===== src/rtl/drive_rom_sched_pkg.sv =====
// Shared types and constants for the drive ROM time-division scheduler.
// Holds the drive id type, the drive-count limit and a constant clog2 helper.
package drive_sched_pkg;

    localparam int MAX_DRIVES = 4;

    typedef logic [1:0] drv_id_t;

    // Evaluated at elaboration time to size counters; never returns less than 1 bit.
    function automatic int clog2(input int value);
        int r;
        r = 0;
        while ((1 << r) < value) r++;
        return (r < 1) ? 1 : r;
    endfunction

endpackage


===== src/rtl/drive_rom_sched_if.sv =====
// Shared ROM port between the drive scheduler (master) and the ROM BRAM/SDRAM (slave).
// rom_rd is a one-clk strobe with no back-pressure: rom_addr/rom_id are valid while rom_rd=1,
// and rom_data is valid exactly ROM_LAT clks after the strobe; there is no ready signal.
interface drive_rom_sched_if #(
    parameter int ROM_AW = 15
);
    import drive_sched_pkg::*;

    logic [ROM_AW-1:0] rom_addr;
    drv_id_t           rom_id;
    logic              rom_rd;
    logic [7:0]        rom_data;

    modport master (output rom_addr, output rom_id, output rom_rd, input rom_data);
    modport slave  (input rom_addr, input rom_id, input rom_rd, output rom_data);

endinterface


===== src/rtl/drive_rom_sched_ret_pipe.sv =====
// Return pipeline: delays {valid, id} of each ROM read by ROM_LAT clks so the tail
// lines up with rom_data and selects which drive's hold register captures it.
module rom_ret_pipe
    import drive_sched_pkg::*;
#(
    parameter int ROM_LAT = 2
) (
    input  logic    clk,
    input  logic    reset,
    input  logic    in_valid,
    input  drv_id_t in_id,
    output logic    wr_en,
    output drv_id_t wr_id
);

    logic [ROM_LAT-1:0] vld;
    drv_id_t            ids [ROM_LAT];

    // Only the valid bits are reset; ids are don't-care while their valid bit is low.
    always_ff @(posedge clk) begin
        if (reset) begin
            vld <= '0;
        end else begin
            vld[0] <= in_valid;
            for (int k = 1; k < ROM_LAT; k++) vld[k] <= vld[k-1];
        end
        ids[0] <= in_id;
        for (int k = 1; k < ROM_LAT; k++) ids[k] <= ids[k-1];
    end

    assign wr_en = vld[ROM_LAT-1];
    assign wr_id = ids[ROM_LAT-1];

endmodule


===== src/rtl/drive_rom_sched.sv =====
// Time-division scheduler: generates per-drive 1 MHz ph2 strobes from the system clock and
// gives each drive a fixed, collision-free slot on one shared ROM port with held return data.
module drive_rom_sched
    import drive_sched_pkg::*;
#(
    parameter  int NDRIVES = 2,
    parameter  int CLK_DIV = 32,
    parameter  int ROM_AW  = 15,
    parameter  int ROM_LAT = 2,
    localparam int CNT_W   = clog2(CLK_DIV)
) (
    input  logic                      clk,
    input  logic                      reset,
    input  logic                      pause,
    input  logic [NDRIVES-1:0]        drv_en,
    output logic [NDRIVES-1:0]        ph2_r,
    output logic [NDRIVES-1:0]        ph2_f,
    input  logic [NDRIVES*ROM_AW-1:0] drv_rom_addr,
    output logic [NDRIVES*8-1:0]      drv_rom_data,
    drive_rom_sched_if.master         rom,
    output logic [CNT_W-1:0]          dbg_cnt
);

    localparam int SLOT = CLK_DIV / NDRIVES;
    localparam int HALF = CLK_DIV / 2;

    if ((NDRIVES < 1) || (NDRIVES > MAX_DRIVES) || (ROM_LAT < 1) || (ROM_LAT > 4) ||
        ((CLK_DIV % 2) != 0) || (CLK_DIV < 2 * NDRIVES * (ROM_LAT + 2))) begin : g_param_guard
        $error("drive_rom_sched: CLK_DIV/NDRIVES/ROM_LAT combination cannot give collision-free slots");
    end

    logic [CNT_W-1:0]   cnt;
    logic [NDRIVES-1:0] r_hit;
    logic [NDRIVES-1:0] f_hit;
    logic [NDRIVES-1:0] i_hit;

    always_ff @(posedge clk) begin
        if (reset) begin
            cnt <= '0;
        end else if (!pause) begin
            cnt <= (cnt == CNT_W'(CLK_DIV - 1)) ? '0 : cnt + CNT_W'(1);
        end
    end

    assign dbg_cnt = cnt;

    // Each drive's phase points are constants offset by its slot base, all modulo CLK_DIV.
    for (genvar i = 0; i < NDRIVES; i++) begin : g_hit
        assign r_hit[i] = (cnt == CNT_W'(i * SLOT));
        assign f_hit[i] = (cnt == CNT_W'((i * SLOT + HALF) % CLK_DIV));
        assign i_hit[i] = (cnt == CNT_W'((i * SLOT + 2) % CLK_DIV));
    end

    always_ff @(posedge clk) begin
        if (reset) begin
            ph2_r <= '0;
            ph2_f <= '0;
        end else begin
            ph2_r <= pause ? '0 : (r_hit & drv_en);
            ph2_f <= pause ? '0 : (f_hit & drv_en);
        end
    end

    logic              issue;
    drv_id_t           issue_id;
    logic [ROM_AW-1:0] issue_addr;

    // Slot bases are distinct, so at most one drive can match in any clk.
    always_comb begin
        issue      = 1'b0;
        issue_id   = '0;
        issue_addr = '0;
        for (int i = 0; i < NDRIVES; i++) begin
            if (i_hit[i] && drv_en[i] && !pause) begin
                issue      = 1'b1;
                issue_id   = drv_id_t'(i);
                issue_addr = drv_rom_addr[i*ROM_AW +: ROM_AW];
            end
        end
    end

    always_ff @(posedge clk) begin
        if (reset) begin
            rom.rom_rd   <= 1'b0;
            rom.rom_addr <= '0;
            rom.rom_id   <= '0;
        end else begin
            rom.rom_rd <= issue;
            if (issue) begin
                rom.rom_addr <= issue_addr;
                rom.rom_id   <= issue_id;
            end
        end
    end

    logic    wr_en;
    drv_id_t wr_id;

    rom_ret_pipe #(
        .ROM_LAT (ROM_LAT)
    ) u_ret_pipe (
        .clk      (clk),
        .reset    (reset),
        .in_valid (rom.rom_rd),
        .in_id    (rom.rom_id),
        .wr_en    (wr_en),
        .wr_id    (wr_id)
    );

    logic [7:0] hold [NDRIVES];

    // Hold registers keep the last fetched byte so the CPU sees stable data until its ph2_f.
    always_ff @(posedge clk) begin
        for (int i = 0; i < NDRIVES; i++) begin
            if (reset) begin
                hold[i] <= 8'hFF;
            end else if (wr_en && (wr_id == drv_id_t'(i))) begin
                hold[i] <= rom.rom_data;
            end
        end
    end

    for (genvar i = 0; i < NDRIVES; i++) begin : g_out
        assign drv_rom_data[i*8 +: 8] = hold[i];
    end

endmodule


===== src/flat_wrapper.sv =====
// flat-port wrapper written by rule: the top's interface ports become plain ports
module drive_rom_sched_flat import drive_sched_pkg::*;
#(
    parameter  int NDRIVES = 2,
    parameter  int CLK_DIV = 32,
    parameter  int ROM_AW  = 15,
    parameter  int ROM_LAT = 2,
    localparam int CNT_W   = clog2(CLK_DIV)
)
  (clk, reset, pause, drv_en, ph2_r, ph2_f, drv_rom_addr, drv_rom_data, dbg_cnt, rom_rom_addr, rom_rom_id, rom_rom_rd, rom_rom_data);
  drive_rom_sched_if #(.ROM_AW(ROM_AW)) rom_i ();
  input  logic clk;
  input  logic reset;
  input  logic pause;
  input  logic [NDRIVES-1:0] drv_en;
  output logic [NDRIVES-1:0] ph2_r;
  output logic [NDRIVES-1:0] ph2_f;
  input  logic [NDRIVES*ROM_AW-1:0] drv_rom_addr;
  output logic [NDRIVES*8-1:0] drv_rom_data;
  output logic [CNT_W-1:0] dbg_cnt;
  output wire logic [$bits(rom_i.rom_addr)-1:0] rom_rom_addr;
  output wire logic [$bits(rom_i.rom_id)-1:0] rom_rom_id;
  output wire logic [$bits(rom_i.rom_rd)-1:0] rom_rom_rd;
  input wire logic [$bits(rom_i.rom_data)-1:0] rom_rom_data;
  assign rom_rom_addr = rom_i.rom_addr;
  assign rom_rom_id = rom_i.rom_id;
  assign rom_rom_rd = rom_i.rom_rd;
  assign rom_i.rom_data = rom_rom_data;
  drive_rom_sched #(.NDRIVES(NDRIVES), .CLK_DIV(CLK_DIV), .ROM_AW(ROM_AW), .ROM_LAT(ROM_LAT)) u_core (.clk(clk), .reset(reset), .pause(pause), .drv_en(drv_en), .ph2_r(ph2_r), .ph2_f(ph2_f), .drv_rom_addr(drv_rom_addr), .drv_rom_data(drv_rom_data), .rom(rom_i), .dbg_cnt(dbg_cnt));
endmodule

===== config.mk =====
export PLATFORM = sky130hd
export DESIGN_NAME = drive_rom_sched_flat
export DESIGN_NICKNAME = d
export VERILOG_FILES = /design/src/rtl/drive_rom_sched_pkg.sv /design/src/rtl/drive_rom_sched_if.sv /design/src/rtl/drive_rom_sched_ret_pipe.sv /design/src/rtl/drive_rom_sched.sv /design/src/flat_wrapper.sv
export SDC_FILE = /design/constraint.sdc
export NUM_CORES = 1
export LEC_CHECK = 0
export ABC_AREA = 1
export BUFFER_PORTS_ARGS = -buffer_cell sky130_fd_sc_hd__buf_2
export CAP_MARGIN = 20
export CORE_ASPECT_RATIO = 1.5
export CORE_MARGIN = 8
export CORE_UTILIZATION = 51
export CTS_BUF_LIST = sky130_fd_sc_hd__clkbuf_16
export DETAILED_ROUTE_END_ITERATION = 7
export PLACE_DENSITY_LB_ADDON = 0.12
export SYNTH_ARGS = -nofsm -noshare
export SYNTH_HDL_FRONTEND = slang
export SYNTH_SLANG_ARGS = --single-unit

===== constraint.sdc =====
create_clock -name clk -period 4.4 [get_ports clk]
set_input_delay 0.88 -clock clk [delete_from_list [all_inputs] [get_ports clk]]
set_output_delay 0.88 -clock clk [all_outputs]
set_load 0.02 [all_outputs]

==> Implementation_results.wiki, run 1 <==
{| class="wikitable"
! Metric !! Value
|-
| Gate count after technology mapping || 247
|-
| Wire length of the first global-routing pass || 7850 um
|-
| Detail-routed via count per cell || 4.80
|-
| Worst slew slack as a fraction of its limit || 0.433
|-
| TritonCTS clock tree || built
|-
| Share of Yosys cell area claimed by the top area cell type || 0.298
|-
| Top post-synthesis cells by area || sky130_fd_sc_hd__dfxtp_1 30%, sky130_fd_sc_hd__edfxtp_1 24%, sky130_fd_sc_hd__nor2_1 9.7%
|-
| Overall die width || 67.3 um
|-
| Time the worst path needs with I/O delays and setup || 1.99 ns
|-
| Global routing usage summed across all routing layers || 0.160
|-
| Final Max Tran Viols || 0
|-
| Die area || 6260 um2
|-
| Internal power contribution || 741 uW
|-
| Number of antenna diodes || 0
|-
| Final wirelength || 4700 um
|-
| CTS Buf Count || 5
|-
| Final cycle utilization of the critical path || 0.453
|-
| H-tree levels || 2
|-
| CTS clock-pin slew for the worst setup and hold paths || 0.06 ns
|-
| Maximum number of pins on one net before global-route repair || 25
|-
| Synthesized Nets || 294
|-
| Signal arrival time at the worst endpoint || 1.99 ns
|-
| Share of power burned in the clock network || 0.440
|-
| DRT antenna net count || 0
|-
| Portion of total power attributed to sequential cells || 0.474
|-
| Worst setup path category || input pin to flop
|-
| Fraction of final layout cells sized beyond drive strength 1 || 0.303
|-
| Global placement routability congestion || 0.754
|-
| Required time worst endpoint || 4.40 ns
|-
| Resized cells post-CTS || 0
|-
| Power density over cell area || 365 nW/um2
|-
| Initial cell density of the core || 0.523
|-
| Detailed-route via count || 1815
|-
| Largest area contributor in the netlist || sky130_fd_sc_hd__dfxtp_1
|-
| Achievable clock frequency || 502 MHz
|-
| Warnings, synthesis || 0
|-
| Count of buffers inserted at the top-level ports || 84
|-
| Endpoints failing hold || 0
|-
| Setup crit end kind || flop
|-
| Maximum vdd drop || 0.391 mV
|-
| Antenna violations before repair || 0
|-
| Number of max-cap violations || 0
|-
| Detailed Route Iter0 Violations || 107
|-
| Worst path cell trace || buf_2 -> nor3_1 -> nand2_1
|-
| Total DRC errors in the routed layout || 0
|-
| Worst Skew || 0.00362 ns
|-
| Final Total Pwr || 950 uW
|-
| Bufs on Longest Clock Path || 2
|-
| Area growth from synthesis to layout || 29.2%
|-
| Comb pwr share || 0.085
|-
| Mean instance size in the synthesized netlist || 8.16 um2
|-
| Number of primary I/O pins || 86
|-
| Setup violators final || 0
|-
| Final HPWL DP || 3600 um
|-
| Number of standard cells in the final layout excluding fillers || 378
|-
| Maximum fanout count along the critical path || 24
|-
| Chip height || 93.0 um
|-
| Initial DRT Pass Iterations || 4
|-
| Top Family by Delay on Critical Path || simple AND/OR/NAND/NOR gates
|-
| Post-Syn Area || 2010 um2
|-
| Transition time at the pin with the least slew margin || 0.844 ns
|-
| Sequential share of the synthesized area || 0.537
|-
| Floorplan core area || 3850 um2
|-
| Tightest Hold Check Type || flop to flop
|-
| Sum of negative setup slack || 0 ns
|-
| # placed instances || 368
|-
| Status || finished clean
|-
| Layout filler cell count || 363
|-
| Number of global-route vias before repair || 1767
|-
| Total global routing overflow || 0
|-
| Register bit count reported by yosys || 46
|-
| Max stage delay on crit path || 0.74 ns
|-
| Avg WL per Cell || 12.4 um
|-
| Crit path buffers/inverters || 1
|-
| Switching Fraction || 0.220
|-
| Total Nets Final || 379
|-
| Netlist cell types || 22
|-
| CTS sink cnt || 46
|-
| Root buf cell || sky130_fd_sc_hd__clkbuf_16
|-
| Standard cell with the maximum stage delay on the critical path || sky130_fd_sc_hd__nor3_1
|-
| Row cnt || 28
|-
| Setup fix buffers added after clock tree synthesis || 0
|-
| Setup repair after global routing missed its margin || false
|-
| CTS Hold Bufs || 0
|-
| Reported leakage power || 1.18 nW
|-
| Worst setup SP type || input pin
|-
| Worst skew pair latency || 0.29 ns
|-
| Power spent charging and discharging nets || 209 uW
|}
[worst reg2reg max path: stages, from the launching register on]
cell,delay (ns)
sky130_fd_sc_hd__dfxtp_1,0.33
sky130_fd_sc_hd__inv_1,0.13
sky130_fd_sc_hd__ha_1,0.22
sky130_fd_sc_hd__nand3_4,0.12
sky130_fd_sc_hd__inv_1,0.40
sky130_fd_sc_hd__nand3_1,0.13
sky130_fd_sc_hd__nand2_1,0.09
sky130_fd_sc_hd__nor2_1,0.04
sky130_fd_sc_hd__nor2_1,0.09
[final cells by class]
class / count / area [um2] / share of cell area
flip-flops and latches: 46 / 1080 / 0.415
clock inverters: 3 / 40.0 / 0.0154
multi-input cells: 152 / 711 / 0.273
well taps: 45 / 56.3 / 0.0216
repair buffers: 86 / 430 / 0.165
inverters: 41 / 159 / 0.0611
clock buffers: 5 / 125 / 0.0481
[synthesized netlist by cell type]
| library cell | n |
|---|---|
| sky130_fd_sc_hd__conb_1 | 1 |
| sky130_fd_sc_hd__nor2_2 | 1 |
| sky130_fd_sc_hd__nand3_1 | 16 |
| sky130_fd_sc_hd__nand3_4 | 2 |
| sky130_fd_sc_hd__inv_1 | 40 |
| sky130_fd_sc_hd__nand2_1 | 50 |
| sky130_fd_sc_hd__nor4_1 | 1 |
| sky130_fd_sc_hd__nor2_1 | 52 |
| sky130_fd_sc_hd__nor2_4 | 1 |
| sky130_fd_sc_hd__nand4_1 | 2 |
| sky130_fd_sc_hd__clkinv_4 | 1 |
| sky130_fd_sc_hd__dfxtp_1 | 30 |
| sky130_fd_sc_hd__ha_1 | 4 |
| sky130_fd_sc_hd__buf_4 | 3 |
| sky130_fd_sc_hd__nor3_1 | 9 |
| sky130_fd_sc_hd__o21ai_0 | 4 |
| sky130_fd_sc_hd__edfxtp_1 | 16 |
| sky130_fd_sc_hd__nand2_2 | 1 |
| sky130_fd_sc_hd__a21oi_4 | 1 |
| sky130_fd_sc_hd__a21oi_1 | 7 |
| sky130_fd_sc_hd__buf_6 | 3 |
| sky130_fd_sc_hd__clkbuf_1 | 2 |
[power by group through the flow]
stage	clock network [mW]	registers (mW)	logic, mW
after floorplan	0	0.468	0.0420
after global placement	0	0.460	0.0795
after detailed placement	0	0.460	0.0806
after CTS	0.425	0.451	0.0810
after global routing	0.442	0.451	0.0909
final	0.418	0.451	0.0812
[final timing paths]
check	start	end	slack (ns)	depth (start not counted)
setup / recovery	reset	u_core.hold[0][6]	2.41	3
hold / removal	u_core.u_ret_pipe.ids[0][0]	u_core.u_ret_pipe.ids[0][2]	0.33	0
hold reg to reg	u_core.u_ret_pipe.ids[0][0]	u_core.u_ret_pipe.ids[0][2]	0.33	0
setup reg to reg	u_core.dbg_cnt[0]	u_core.rom.rom_addr[5]	2.79	8
[cell usage in the layout (no fill, tap or decap)]
cell type | synthesis | routed
sky130_fd_sc_hd__buf_2 | 0 | 86
sky130_fd_sc_hd__nor2_1 | 52 | 52
sky130_fd_sc_hd__nand2_1 | 50 | 50
sky130_fd_sc_hd__inv_1 | 40 | 40
sky130_fd_sc_hd__dfxtp_1 | 30 | 30
sky130_fd_sc_hd__nand3_1 | 16 | 16
sky130_fd_sc_hd__edfxtp_1 | 16 | 16
sky130_fd_sc_hd__nor3_1 | 9 | 9
sky130_fd_sc_hd__a21oi_1 | 7 | 7
sky130_fd_sc_hd__clkbuf_16 | 0 | 5
sky130_fd_sc_hd__o21ai_0 | 4 | 4
sky130_fd_sc_hd__ha_1 | 4 | 4
sky130_fd_sc_hd__nand3_4 | 2 | 2
sky130_fd_sc_hd__nand4_1 | 2 | 2
sky130_fd_sc_hd__clkinv_4 | 1 | 1
sky130_fd_sc_hd__nand2_2 | 1 | 1
sky130_fd_sc_hd__nor2_2 | 1 | 1
sky130_fd_sc_hd__nor2_4 | 1 | 1
sky130_fd_sc_hd__a21oi_4 | 1 | 1
sky130_fd_sc_hd__nor4_1 | 1 | 1
sky130_fd_sc_hd__conb_1 | 1 | 1
sky130_fd_sc_hd__clkinvlp_2 | 0 | 1
sky130_fd_sc_hd__clkinv_2 | 0 | 1
sky130_fd_sc_hd__bufinv_16 | 0 | 1
[metrics by stage]
stage,setup WS [ns],utilization,hold WS [ns],area [um2]
6_report,2.41,0.675,0.327,2600
4_1_cts,2.40,0.673,0.331,2590
2_1_floorplan,2.47,-,0.310,2010
3_5_place_dp,2.11,0.630,0.316,2430
5_1_grt,2.30,0.675,0.335,2600
3_3_place_gp,2.17,0.630,0.312,2430
[sequential cells by signal, summed over array words and instances (netlist names)]
register	flops
u_core.hold	16
u_core.rom.rom_addr	15
u_core.dbg_cnt	5
u_core.ph2_f	2
u_core.ph2_r	2
u_core.u_ret_pipe.ids	2
u_core.u_ret_pipe.vld	2
u_core.rom.rom_id	1
u_core.rom.rom_rd	1
[metal layers]
metal / GRT usage / vias up / part of all wire
li1: - / 927 / -
met1: 0.176 / 821 / 0.39
met2: 0.266 / 60 / 0.50
met3: 0.0599 / 7 / 0.091
met4: 0.0683 / 0 / 0.017
met5: 0 / - / 0
[kinds of logic (layout without fill, tap and decap cells)]
group,count (synthesis),count (layout),share of synthesized area
other,1,1,0.00186
adder cells (fa/ha/maj),4,4,0.0248
AND/OR/NAND/NOR,135,135,0.291
AO/OA/AOI/OAI,12,12,0.0354
flip-flops,46,46,0.537
buffers and inverters,49,135,0.111
No activity file was read; power rests on OpenSTA's default activity.
==> inputs of run 2 (changes only) <==
CORE_UTILIZATION = 42   (was 51)
clock period = 1.62 ns   (was 4.4 ns; I/O delays follow)
==> run 2 against run 1 <==
Compared with the run above: critical path depth is 6 higher; global-route usage is 2.5 points lower; clock power up 130%; die area rose by 17%; clock skew is 0.00080 ns higher; critical endpoint is now u_core.rom.rom_addr[3].
==> Implementation_results.wiki, run 2 (synthesis results as in run 1) <==
{| class="wikitable"
! Metric !! Value
|-
| Avg WL per Cell || 11.5 um (-7.7%)
|-
| Power spent charging and discharging nets || 548 uW (+160%)
|-
| Hold slack final || 0.313 ns (-0.0137 ns)
|-
| Worst skew pair latency || 0.28 ns (about the same)
|-
| CTS Buf Count || 5 (unchanged)
|-
| Row cnt || 31 (+11%)
|-
| Setup crit end kind || flop
|-
| Detail-routed via count per cell || 4.36 (-9.2%)
|-
| Register-to-Register Setup Slack || 0.20 ns (-2.59 ns)
|-
| Overall die width || 72.5 um (+7.8%)
|-
| Final Max Tran Viols || 0 (unchanged)
|-
| Fraction of final layout cells sized beyond drive strength 1 || 0.317 (+0.0134)
|-
| Chip height || 101 um (+8.4%)
|-
| CTS clock-pin slew for the worst setup and hold paths || 0.06 ns (about the same)
|-
| Bufs on Longest Clock Path || 2 (unchanged)
|-
| Number of flip-flops in the largest register || 16 (unchanged)
|-
| Final HPWL DP || 3590 um (-0.29%)
|-
| Reg-to-reg endpoint || u_core.rom.rom_addr[3]
|-
| Root buf cell || sky130_fd_sc_hd__clkbuf_16
|-
| Antenna violations before repair || 0 (unchanged)
|-
| Area growth from synthesis to layout || 33.9%
|-
| Most frequent standard cell in the layout excluding fill and tap cells || sky130_fd_sc_hd__buf_2
|-
| Final wirelength || 4670 um (-0.60%)
|-
| Endpoints failing hold || 0 (unchanged)
|-
| Power density over cell area || 892 nW/um2 (+140%)
|-
| Achievable clock frequency || 703 MHz
|-
| Wire length of the first global-routing pass || 7860 um (about the same)
|-
| Total Nets Final || 387 (+2.1%)
|-
| Maximum number of pins on one net before global-route repair || 22 (-12%)
|-
| Die area || 7310 um2 (+17%)
|-
| Comb pwr share || 0.096 (+0.011)
|-
| Total global routing overflow || 0 (unchanged)
|-
| Maximum vdd drop || 0.628 mV (+61%)
|-
| Tightest Hold Check Type || input pin to flop
|-
| Worst hold path depth || 3 (+3)
|-
| CTS sink cnt || 46 (unchanged)
|-
| Reported leakage power || 1.22 nW (+3.3%)
|-
| Status || finished clean
|-
| Worst reg2reg path startpoint || u_core.dbg_cnt[0]
|-
| Endpoint, Worst Hold || u_core.hold[1][5]
|-
| Initial cell density of the core || 0.426 (-0.0970)
|-
| Hold path start || rom_rom_data[5]
|-
| Number of global-route vias before repair || 1780 (+0.74%)
|-
| Time the worst path needs with I/O delays and setup || 1.42 ns
|-
| Total DRC errors in the routed layout || 0 (unchanged)
|-
| Share of power burned in the clock network || 0.394 (-0.046)
|-
| Maximum fanout count along the critical path || 16 (-33%)
|-
| Most frequent cells in the layout || 84 x sky130_fd_sc_hd__buf_2, 52 x sky130_fd_sc_hd__nor2_1, 50 x sky130_fd_sc_hd__nand2_1
|-
| Largest register by flop count || u_core.hold
|-
| Sum of negative setup slack || 0 ns (unchanged)
|-
| Signal arrival time at the worst endpoint || 1.59 ns (-0.40 ns)
|-
| Register-to-Register Path Depth || 9 (+1)
|-
| Worst setup path category || flop to flop
|-
| Required time worst endpoint || 1.79 ns (-2.61 ns)
|-
| DRT antenna net count || 0 (unchanged)
|-
| Global placement routability congestion || 0.769 (+2.1%)
|-
| Global routing usage summed across all routing layers || 0.135 (-0.0247)
|-
| Internal power contribution || 1.86 mW (+150%)
|-
| Count of buffers inserted at the top-level ports || 84 (unchanged)
|-
| H-tree levels || 2 (unchanged)
|-
| Setup violators final || 0 (unchanged)
|-
| Detailed Route Iter0 Violations || 107 (unchanged)
|-
| Detailed-route via count || 1774 (-2.3%)
|-
| Final Total Pwr || 2.41 mW (+150%)
|-
| Number of primary I/O pins || 86 (unchanged)
|-
| Final cycle utilization of the critical path || 0.878
|-
| Worst Skew || 0.00442 ns (+0.000802 ns)
|-
| Number of max-cap violations || 0 (unchanged)
|-
| Switching Fraction || 0.227 (+0.00706)
|-
| Portion of total power attributed to sequential cells || 0.509 (+0.035)
|-
| Number of antenna diodes || 0 (unchanged)
|-
| Setup repair after global routing missed its margin || false
|-
| TritonCTS clock tree || built
|-
| Worst setup SP type || flop
|-
| Floorplan core area || 4730 um2 (+23%)
|-
| CTS Hold Bufs || 0 (unchanged)
|-
| Initial DRT Pass Iterations || 4 (unchanged)
|}
## run 2: cell count changes in the layout (fill, tap and decap cells not counted), sizes merged
cell,change
inv,+1
bufinv,-1
buf,+8
## run 2: worst max path at each step
stage                            from                       to  slack [ns]  cells past startpoint
floorplan           u_core.dbg_cnt[0]  u_core.rom.rom_addr[10]        0.08                      9
global placement                pause   u_core.rom.rom_addr[8]        0.14                      8
detailed placement              pause   u_core.rom.rom_addr[3]        0.07                      8
CTS                 u_core.dbg_cnt[0]   u_core.rom.rom_addr[2]         0.1                      8
global route        u_core.dbg_cnt[0]  u_core.rom.rom_addr[12]        0.01                      9
finish              u_core.dbg_cnt[0]   u_core.rom.rom_addr[3]        0.20                      9
## run 2: power by group through the flow
stage	sequential, mW	combinational (mW)	clock [mW]
finish	1.23	0.232	0.949
global route	1.23	0.260	1.02
CTS	1.22	0.233	0.973
detailed placement	1.25	0.233	0
global placement	1.25	0.231	0
floorplan	1.27	0.114	0
## run 2: through the flow
step	std cells	util	setup slack [ns]	instance area, um2
finish	407	0.570	0.197	2700
global route	407	0.570	0.0130	2700
CTS	405	0.563	0.0977	2660
detailed placement	397	0.534	0.0711	2530
global placement	397	0.534	0.144	2530
floorplan	247	-	0.0804	2010
## run 2: routing by layer
metal	up-vias	part of all wire	global-route usage	wire, um
li1	945	-	-	-
met1	761	0.40	0.135	1890
met2	61	0.50	0.243	2350
met3	7	0.076	0.0528	356
met4	0	0.016	0.0511	75
met5	-	0	0	0
## run 2: timing repair
item / 4_1_cts / 5_1_grt
buffers inserted: 0 / 2
resized for setup: 0 / 2
setup endpoints to repair: 0 / 6
## run 2: area by class of cell
class | count | area, um2
Multi-Input combinational cell | 152 | 716
Timing Repair Buffer | 94 | 520
Tap cell | 66 | 82.6
Clock inverter | 3 | 12.5
Inverter | 41 | 159
Clock buffer | 5 | 125
Fill cell | 468 | 2030
Sequential cell | 46 | 1080
## run 2: worst max-delay path, stage by stage (launching register included)
cell and delay (ns):
sky130_fd_sc_hd__dfxtp_2 0.35, sky130_fd_sc_hd__inv_1 0.09, sky130_fd_sc_hd__ha_1 0.24, sky130_fd_sc_hd__nand3_4 0.12, sky130_fd_sc_hd__inv_1 0.05, sky130_fd_sc_hd__buf_4 0.19, sky130_fd_sc_hd__nand3_1 0.09, sky130_fd_sc_hd__nand2_1 0.05
sky130_fd_sc_hd__nor2_1 0.10, sky130_fd_sc_hd__nor2_1 0.04
